--- config.mk ---
export PLATFORM = sky130hd
export DESIGN_NAME = mem_port_arbiter
export DESIGN_NICKNAME = d
export VERILOG_FILES = /design/src/rtl/mem_port_arbiter_pkg.sv /design/src/rtl/mem_port_arbiter_rr_select.sv /design/src/rtl/mem_port_arbiter.sv
export SDC_FILE = /design/constraint.sdc
export NUM_CORES = 1
export LEC_CHECK = 0
export CAP_MARGIN = 5
export CORE_AREA = 4 4 107 109
export CTS_BUF_LIST = sky130_fd_sc_hd__clkbuf_2 sky130_fd_sc_hd__clkbuf_4 sky130_fd_sc_hd__clkbuf_8
export CTS_CLUSTER_DIAMETER = 120
export DETAILED_ROUTE_END_ITERATION = 7
export DIE_AREA = 0 0 111 113
export PLACE_DENSITY = 0.82
export SKIP_CTS_REPAIR_TIMING = 1
export SLEW_MARGIN = 25
export SYNTH_ARGS = -nofsm -noshare
export SYNTH_HDL_FRONTEND = slang
export SYNTH_HIERARCHICAL = 1
export SYNTH_SLANG_ARGS = --single-unit
export TNS_END_PERCENT = 20
--- constraint.sdc ---
create_clock -name clk_i -period 5.1 [get_ports clk_i]
set_input_delay 1.53 -clock clk_i [delete_from_list [all_inputs] [get_ports clk_i]]
set_output_delay 1.53 -clock clk_i [all_outputs]
set_load 0.03 [all_outputs]
--- src/rtl/mem_port_arbiter_pkg.sv ---
// Shared types for the N-port memory arbiter.
// Optional MEM_ARB_FIXED_PRIO_EN (see rr_select) switches round-robin to fixed priority.
package mem_port_arbiter_pkg;

    typedef enum logic [0:0] {
        StIdle,
        StBusy
    } arb_state_t;

    // Index width that stays legal for any port count >= 1.
    function automatic int unsigned idx_width(input int unsigned n);
        return (n > 1) ? $clog2(n) : 1;
    endfunction

endpackage

--- src/rtl/mem_port_arbiter_rr_select.sv ---
// Combinational winner selection among active channels.
// Round-robin from last_grant+1 by default; MEM_ARB_FIXED_PRIO_EN selects lowest index instead.
module mem_port_arbiter_rr_select
    import mem_port_arbiter_pkg::*;
#(
    parameter int unsigned NUM_PORTS = 2,
    parameter int unsigned IdxW      = 1
) (
    input  logic [NUM_PORTS-1:0] active_i,
    input  logic [IdxW-1:0]      last_grant_i,
    output logic [IdxW-1:0]      winner_o,
    output logic                 valid_o
);

`ifdef MEM_ARB_FIXED_PRIO_EN
    logic unused_last_grant;
    assign unused_last_grant = ^last_grant_i;

    // Descending scan: the last hit is the lowest active index.
    always_comb begin
        winner_o = '0;
        valid_o  = 1'b0;
        for (int i = NUM_PORTS - 1; i >= 0; i--) begin
            if (active_i[i]) begin
                winner_o = IdxW'(i);
                valid_o  = 1'b1;
            end
        end
    end
`else
    int unsigned idx;

    // Scan offsets from farthest to nearest so the first channel after last_grant wins.
    always_comb begin
        winner_o = '0;
        valid_o  = 1'b0;
        idx      = 0;
        for (int unsigned k = NUM_PORTS; k >= 1; k--) begin
            idx = (32'(last_grant_i) + k) % NUM_PORTS;
            if (active_i[IdxW'(idx)]) begin
                winner_o = IdxW'(idx);
                valid_o  = 1'b1;
            end
        end
    end
`endif

endmodule

--- src/rtl/mem_port_arbiter.sv ---
// N-port memory arbiter: grants one channel, latches its request and holds it until mem_resp_i.
// Arbitration policy is set by MEM_ARB_FIXED_PRIO_EN (undefined: round-robin).
module mem_port_arbiter
    import mem_port_arbiter_pkg::*;
#(
    parameter int unsigned NUM_PORTS  = 2,
    parameter int unsigned ADDR_WIDTH = 32,
    parameter int unsigned DATA_WIDTH = 32
) (
    input  logic                                   clk_i,
    input  logic                                   rst_i,
    input  logic [NUM_PORTS-1:0]                   req_read_i,
    input  logic [NUM_PORTS-1:0]                   req_write_i,
    input  logic [NUM_PORTS-1:0][DATA_WIDTH/8-1:0] req_byte_enable_i,
    input  logic [NUM_PORTS-1:0][ADDR_WIDTH-1:0]   req_address_i,
    input  logic [NUM_PORTS-1:0][DATA_WIDTH-1:0]   req_wdata_i,
    output logic [NUM_PORTS-1:0]                   req_resp_o,
    output logic [DATA_WIDTH-1:0]                  req_rdata_o,
    output logic                                   mem_read_o,
    output logic                                   mem_write_o,
    output logic [DATA_WIDTH/8-1:0]                mem_byte_enable_o,
    output logic [ADDR_WIDTH-1:0]                  mem_address_o,
    output logic [DATA_WIDTH-1:0]                  mem_wdata_o,
    input  logic                                   mem_resp_i,
    input  logic [DATA_WIDTH-1:0]                  mem_rdata_i
);

    localparam int unsigned IdxW = idx_width(NUM_PORTS);
    localparam int unsigned BeW  = DATA_WIDTH / 8;
    localparam logic [IdxW-1:0] LastGrantInit = IdxW'(NUM_PORTS - 1);

    arb_state_t             state_q, state_d;
    logic [IdxW-1:0]        grant_q, grant_d;
    logic [IdxW-1:0]        last_grant_q, last_grant_d;
    logic                   read_q, read_d;
    logic                   write_q, write_d;
    logic [BeW-1:0]         be_q, be_d;
    logic [ADDR_WIDTH-1:0]  addr_q, addr_d;
    logic [DATA_WIDTH-1:0]  wdata_q, wdata_d;

    logic [NUM_PORTS-1:0]   active;
    logic [IdxW-1:0]        winner;
    logic                   win_valid;
    logic                   busy;
    logic                   done;

    assign active = req_read_i | req_write_i;

    mem_port_arbiter_rr_select #(
        .NUM_PORTS (NUM_PORTS),
        .IdxW      (IdxW)
    ) u_rr_select (
        .active_i     (active),
        .last_grant_i (last_grant_q),
        .winner_o     (winner),
        .valid_o      (win_valid)
    );

    always_comb begin
        state_d      = state_q;
        grant_d      = grant_q;
        last_grant_d = last_grant_q;
        read_d       = read_q;
        write_d      = write_q;
        be_d         = be_q;
        addr_d       = addr_q;
        wdata_d      = wdata_q;
        unique case (state_q)
            StIdle: begin
                if (win_valid) begin
                    state_d = StBusy;
                    grant_d = winner;
                    write_d = req_write_i[winner];
                    // Write wins when a channel raises both strobes.
                    read_d  = req_read_i[winner] & ~req_write_i[winner];
                    be_d    = req_byte_enable_i[winner];
                    addr_d  = req_address_i[winner];
                    wdata_d = req_wdata_i[winner];
                end
            end
            StBusy: begin
                if (mem_resp_i) begin
                    state_d      = StIdle;
                    last_grant_d = grant_q;
                end
            end
        endcase
    end

    always_ff @(posedge clk_i) begin
        if (rst_i) begin
            state_q      <= StIdle;
            grant_q      <= '0;
            last_grant_q <= LastGrantInit;
            read_q       <= 1'b0;
            write_q      <= 1'b0;
            be_q         <= '0;
            addr_q       <= '0;
            wdata_q      <= '0;
        end else begin
            state_q      <= state_d;
            grant_q      <= grant_d;
            last_grant_q <= last_grant_d;
            read_q       <= read_d;
            write_q      <= write_d;
            be_q         <= be_d;
            addr_q       <= addr_d;
            wdata_q      <= wdata_d;
        end
    end

    assign busy = (state_q == StBusy);
    assign done = busy & mem_resp_i;

    assign mem_read_o        = busy & read_q;
    assign mem_write_o       = busy & write_q;
    assign mem_byte_enable_o = be_q;
    assign mem_address_o     = addr_q;
    assign mem_wdata_o       = wdata_q;
    assign req_rdata_o       = done ? mem_rdata_i : '0;

    always_comb begin
        req_resp_o = '0;
        if (done) begin
            req_resp_o[grant_q] = 1'b1;
        end
    end

endmodule

After elaboration in Yosys (flattened, before gate mapping)

Cells that the tools add are included.

Add/sub/neg operators: 2
Multiplexer cells: 25
Reduce and logical (&&, ||, !) cells: 3
Magnitude comparators: 5
Bitwise logic cells: 7

Operators by type and width:

| operator              | number |
|---|---|
| $mux W32              | 5 |
| $mux W1               | 15 |
| $lt A1 B2 Y1 const B  | 4 |
| $mux W4               | 2 |
| $and A1 B1 Y1         | 4 |
| $reduce_and A2 Y1     | 2 |
| $add A1 B1 Y1 const B | 2 |
| $mux W2               | 1 |
| $not A1 Y1            | 2 |
| $or A2 B2 Y2          | 1 |
| $pmux W1 S2           | 1 |
| $demux W1 S1          | 1 |
| $ge A1 B1 Y1 const B  | 1 |
| $logic_and A1 B1 Y1   | 1 |

Register bits: 73
Input port bits: 175

Depth between registers and ports, before layout

Depth after elaboration: 9
Depth in mapped cells: 8
Depth with buffers taken out: 5

Modules after synthesis

Netlist, hierarchy kept.

Modules (own cells, without submodules):

| module                     | cells an instance | area an instance (um^2) | times used |
|---|---|---|---|
| mem_port_arbiter           | 370               | 3572.2                  | 1 |
| mem_port_arbiter_rr_select | 2                 | 13.8                    | 1 |

Least setup slack after synthesis

OpenSTA, ideal clock, no wires.

Kind: input to output
From: input mem_resp_i
To: output req_rdata_o[0]
Data required time: 3.570 ns
Setup slack: 1.515 ns
Buffers on the path: 1
Cell stages on the path: 2
Arrival time: 2.055 ns
Cell sequence: clkbuf_1 and3_1

Longest elaborated chain between the ends: 2

RTL lines:

| element            | RTL line                | text |
|---|---|---|
| start: declaration | mem_port_arbiter.sv:24  | `input logic mem_resp_i,` |
| $and A1 B1 Y1      | mem_port_arbiter.sv:113 | `assign done = busy & mem_resp_i;` |
| $mux W32           | mem_port_arbiter.sv:120 | `assign req_rdata_o = done ? mem_rdata_i : '0;` |
| end: declaration   | mem_port_arbiter.sv:18  | `output logic [DATA_WIDTH-1:0] req_rdata_o,` |

No other way between the ends.

Worst setup path in the final report

From: input mem_resp_i
To: output req_resp_o[0]

Longest elaborated chain between the ends: 2

RTL lines:

| element          | RTL line                | text |
|---|---|---|
| $and A1 B1 Y1    | mem_port_arbiter.sv:113 |  |
| $mux W2          | mem_port_arbiter.sv:124 | `if (done) begin` |
| end: declaration | mem_port_arbiter.sv:17  | `output logic [NUM_PORTS-1:0] req_resp_o,` |

No other way between the ends.

==> metrics.txt <==
# TYPE chip_impl_metric gauge
chip_impl_metric{name="vias_per_cell",unit=""} 4.79
chip_impl_metric{name="power.clock.fraction",unit="%"} 26.8
chip_impl_metric{name="die_y",unit="um"} 113
chip_impl_info{name="synthTopCellsByArea",value="sky130_fd_sc_hd__dfxtp_1 (41%), sky130_fd_sc_hd__mux2i_1 (20%), sky130_fd_sc_hd__a211oi_1 (13%)"} 1
chip_impl_info{name="setup_repair_after_global_routing_missed_its_margin",value="false"} 1
chip_impl_info{name="post-synth-top-area-cell",value="sky130_fd_sc_hd__dfxtp_1"} 1
chip_impl_metric{name="ys_ff_latch",unit=""} 73
chip_impl_metric{name="worstPathRequired",unit="ns"} 3.57
chip_impl_metric{name="worstSkewPairLatency",unit="ns"} 0.34
chip_impl_info{name="grt_busiest_layer",value="met2"} 1
chip_impl_metric{name="met2_usage",unit="%"} 34.4
chip_impl_metric{name="timing.final.crit_share",unit="%"} 92.9
chip_impl_info{name="crit_path_end_kind",value="primary output"} 1
chip_impl_metric{name="crit_fanout",unit=""} 35
chip_impl_metric{name="diodes",unit=""} 0
chip_impl_metric{name="timing_worst_slew_pin_value",unit="ns"} 0.872
chip_impl_metric{name="portBuffers",unit=""} 278
chip_impl_metric{name="drt.antenna.violating_nets",unit=""} 0
chip_impl_metric{name="synth.net_count",unit=""} 547
chip_impl_metric{name="period_needed",unit="ns"} 4.74
chip_impl_metric{name="grt.met3_usage",unit="%"} 7.54
chip_impl_info{name="cp_cell_sequence",value="clkdlybuf4s50_1, buf_4, nand2_1, nor2_1, clkdlybuf4s50_1"} 1
chip_impl_metric{name="pre_cts_slack",unit="ns"} 0.349
chip_impl_metric{name="syn-mean-instance-area",unit="sq um"} 9.64
chip_impl_metric{name="grt_usage",unit="%"} 18.7
chip_impl_metric{name="place_hpwl",unit="um"} 9410
chip_impl_metric{name="cts_inserted_buffers",unit=""} 9
chip_impl_metric{name="power_share_of_the_combinational_group",unit="%"} 35.6
chip_impl_metric{name="floorplan.core_area",unit="sq um"} 10600
chip_impl_metric{name="grt.overflow.total",unit=""} 0
chip_impl_metric{name="fin_util",unit="%"} 61.7
chip_impl_metric{name="cts_num_sinks",unit=""} 73
chip_impl_metric{name="pnr_total_power",unit="mW"} 1.77
chip_impl_metric{name="global_route.usage.met1",unit="%"} 18.5
chip_impl_metric{name="slew_headroom",unit="%"} 41.9
chip_impl_info{name="hp-class",value="flop to flop"} 1
chip_impl_metric{name="floorplan.rows",unit=""} 38
chip_impl_metric{name="io_pins",unit=""} 279
chip_impl_info{name="path_class",value="input port to primary output"} 1
chip_impl_metric{name="fin_tns_setup",unit="ns"} 0
chip_impl_metric{name="routedWlPerCell",unit="um"} 15.7
chip_impl_metric{name="power_density",unit="nW/um^2"} 271
chip_impl_metric{name="num-fill-cells",unit=""} 848
chip_impl_metric{name="mappedNetlistArea",unit="sq um"} 3590
chip_impl_info{name="crit_path_top_delay_cell",value="sky130_fd_sc_hd__clkdlybuf4s50_1"} 1
chip_impl_metric{name="synth_warnings",unit=""} 6
chip_impl_metric{name="nNetsFinal",unit=""} 802
chip_impl_metric{name="gpl.final_weighted_congestion",unit=""} 0.836
chip_impl_metric{name="finalInstanceArea",unit="sq um"} 6550
chip_impl_info{name="ctsRootBufferMaster",value="sky130_fd_sc_hd__clkbuf_8"} 1
chip_impl_metric{name="switching_power_of_the_nets",unit="mW"} 0.550
chip_impl_info{name="setup.worst_path.start_class",value="input port"} 1
chip_impl_metric{name="dpl_cell_area",unit="sq um"} 6310
chip_impl_metric{name="largest_net_degree_at_the_start_of_global_routing",unit=""} 91
chip_impl_info{name="cp_common_cell",value="sky130_fd_sc_hd__clkdlybuf4s50_1"} 1
chip_impl_metric{name="power_frac_seq",unit="%"} 37.6
chip_impl_metric{name="synth_cell_type_count",unit=""} 20
chip_impl_metric{name="die_x",unit="um"} 111
chip_impl_metric{name="static-leakage-power",unit="nW"} 2.60
chip_impl_metric{name="drc_errors",unit=""} 0
chip_impl_info{name="synth_top_cells_by_count",value="sky130_fd_sc_hd__nor2_1 (74), sky130_fd_sc_hd__dfxtp_1 (73), sky130_fd_sc_hd__mux2i_1 (70)"} 1
chip_impl_metric{name="p_int",unit="mW"} 1.22
chip_impl_metric{name="timing.max_cap.violations",unit=""} 0
chip_impl_metric{name="ff_latch_area",unit="sq um"} 1460
chip_impl_metric{name="async_flop_share",unit="%"} 0
chip_impl_metric{name="timing.final.ws_setup",unit="ns"} 0.362
chip_impl_metric{name="max_stage_delay",unit="ns"} 0.68
chip_impl_metric{name="fin_cells",unit=""} 770
chip_impl_metric{name="initialDrtViolationCount",unit=""} 89
chip_impl_metric{name="sw_frac_of_total",unit="%"} 31.0
chip_impl_metric{name="routed_wire_length",unit="um"} 12100
chip_impl_metric{name="cts_max_path_buffers",unit=""} 2
chip_impl_metric{name="fin_hold_ws",unit="ns"} 0.499
chip_impl_metric{name="synthCells",unit=""} 372
chip_impl_metric{name="grt_first_pass_wirelength",unit="um"} 19000
chip_impl_metric{name="route.vias.total",unit=""} 3688
chip_impl_metric{name="placed_cells",unit=""} 755
chip_impl_metric{name="fin_worst_skew",unit="ns"} 0.00781
chip_impl_metric{name="synth_top_cell_area_share",unit="%"} 40.8
chip_impl_metric{name="final_layout_size_suffix_gt1_share",unit="%"} 5.56
chip_impl_info{name="synth-main-ff-cell",value="sky130_fd_sc_hd__dfxtp_1"} 1
chip_impl_metric{name="report.final.setup_viol",unit=""} 0
chip_impl_info{name="cts_tree",value="built"} 1
chip_impl_info{name="synthMostInstantiatedCell",value="sky130_fd_sc_hd__nor2_1"} 1
chip_impl_metric{name="multiInputGateArea",unit="sq um"} 1850
chip_impl_metric{name="initial_utilization",unit="%"} 33.8
chip_impl_metric{name="firstDrtPassIters",unit=""} 4
chip_impl_metric{name="synth-seq-area-share",unit="%"} 40.8
chip_impl_metric{name="worst-endpoint-arrival",unit="ns"} 3.21
chip_impl_metric{name="antenna_found_initial",unit=""} 0
chip_impl_metric{name="max_freq",unit="GHz"} 0.211
chip_impl_metric{name="synth-edff-count",unit=""} 0
chip_impl_metric{name="grt_pass1_vias",unit=""} 3815
chip_impl_metric{name="timing_max_transition_violations_final",unit=""} 0
chip_impl_metric{name="die-area",unit="sq um"} 12500
chip_impl_metric{name="worst_ir_drop_vdd",unit="V"} 0.000142
chip_impl_info{name="status",value="complete, no violations"} 1
chip_impl_metric{name="cts.htree.levels",unit=""} 3
chip_impl_metric{name="final_hold_viol_count",unit=""} 0
chip_impl_metric{name="layout_stage_area_growth_over_the_synthesis_result",unit="%"} 82.5
chip_impl_metric{name="worst_setup_hold_path_clk_slew",unit="ns"} 0.07
-- sequential cells by signal, summed over array words and instances, names as in the netlist --
name / count
grant_q: 1
mem_wdata_o: 32
busy: 1
read_q: 1
mem_byte_enable_o: 4
last_grant_q: 1
write_q: 1
mem_address_o: 32
-- path summary, 6_finish.rpt --
kind                            cells past startpoint                             end  slack, ns                      startpoint
worst min register to register                      2  mem_address_o[23]$_SDFFE_PP0P_       0.50  mem_address_o[23]$_SDFFE_PP0P_
worst max register to register                      4            grant_q$_SDFFE_PP0P_       2.83                 busy$_SDFF_PP0_
worst min-delay path                                2  mem_address_o[23]$_SDFFE_PP0P_       0.50  mem_address_o[23]$_SDFFE_PP0P_
worst max-delay path                                5                   req_resp_o[0]       0.36                      mem_resp_i
-- kinds of logic after synthesis --
group	after synthesis	synth area share, %
compound gates	74	16.9
simple gates	114	14.7
mux	70	19.5
buf+inv	41	8.09
flops	73	40.8
-- power by group through the flow --
stage	logic (mW)	registers [mW]	clock network, mW
2_1_floorplan	0.236	0.786	0
3_3_place_gp	0.624	0.677	0
3_5_place_dp	0.634	0.680	0
4_1_cts	0.636	0.668	0.496
5_1_grt	0.673	0.676	0.520
6_report	0.632	0.668	0.475
-- critical path, delay by kind of cell --
kind                   cells  cell delay [ns]
buffers and inverters      3             1.43
and+or+nand+nor            2             0.24
-- layout by cell type (no fill, tap or decap), drive strengths merged --
cell type | netlist | layout
a211o | 1 | 1
a211oi | 70 | 70
a21boi | 1 | 1
a21oi | 1 | 1
a32oi | 1 | 1
and2 | 2 | 2
and3 | 33 | 33
buf | 25 | 6
bufinv | 0 | 2
clkbuf | 14 | 10
clkdlybuf4s50 | 0 | 277
clkinv | 0 | 2
dfxtp | 73 | 73
inv | 2 | 2
mux2i | 70 | 70
nand2 | 1 | 1
nor2 | 74 | 74
nor2b | 1 | 1
or2 | 3 | 3
-- area by class of cell --
type                    count  area share (%)
repair buffers            283            43.5
multi-input cells         258            28.3
flip-flops and latches     73            22.3
well taps                 140            2.68
clock buffers              10            2.01
clock inverters             4            1.07
inverters                   2           0.115
-- metal layers --
metal / vias up / wire length [um]
li1: 1852 / -
met1: 1642 / 4460
met2: 170 / 6230
met3: 24 / 1120
met4: 0 / 316
met5: - / 0
Power figures use the tool's default switching activity.
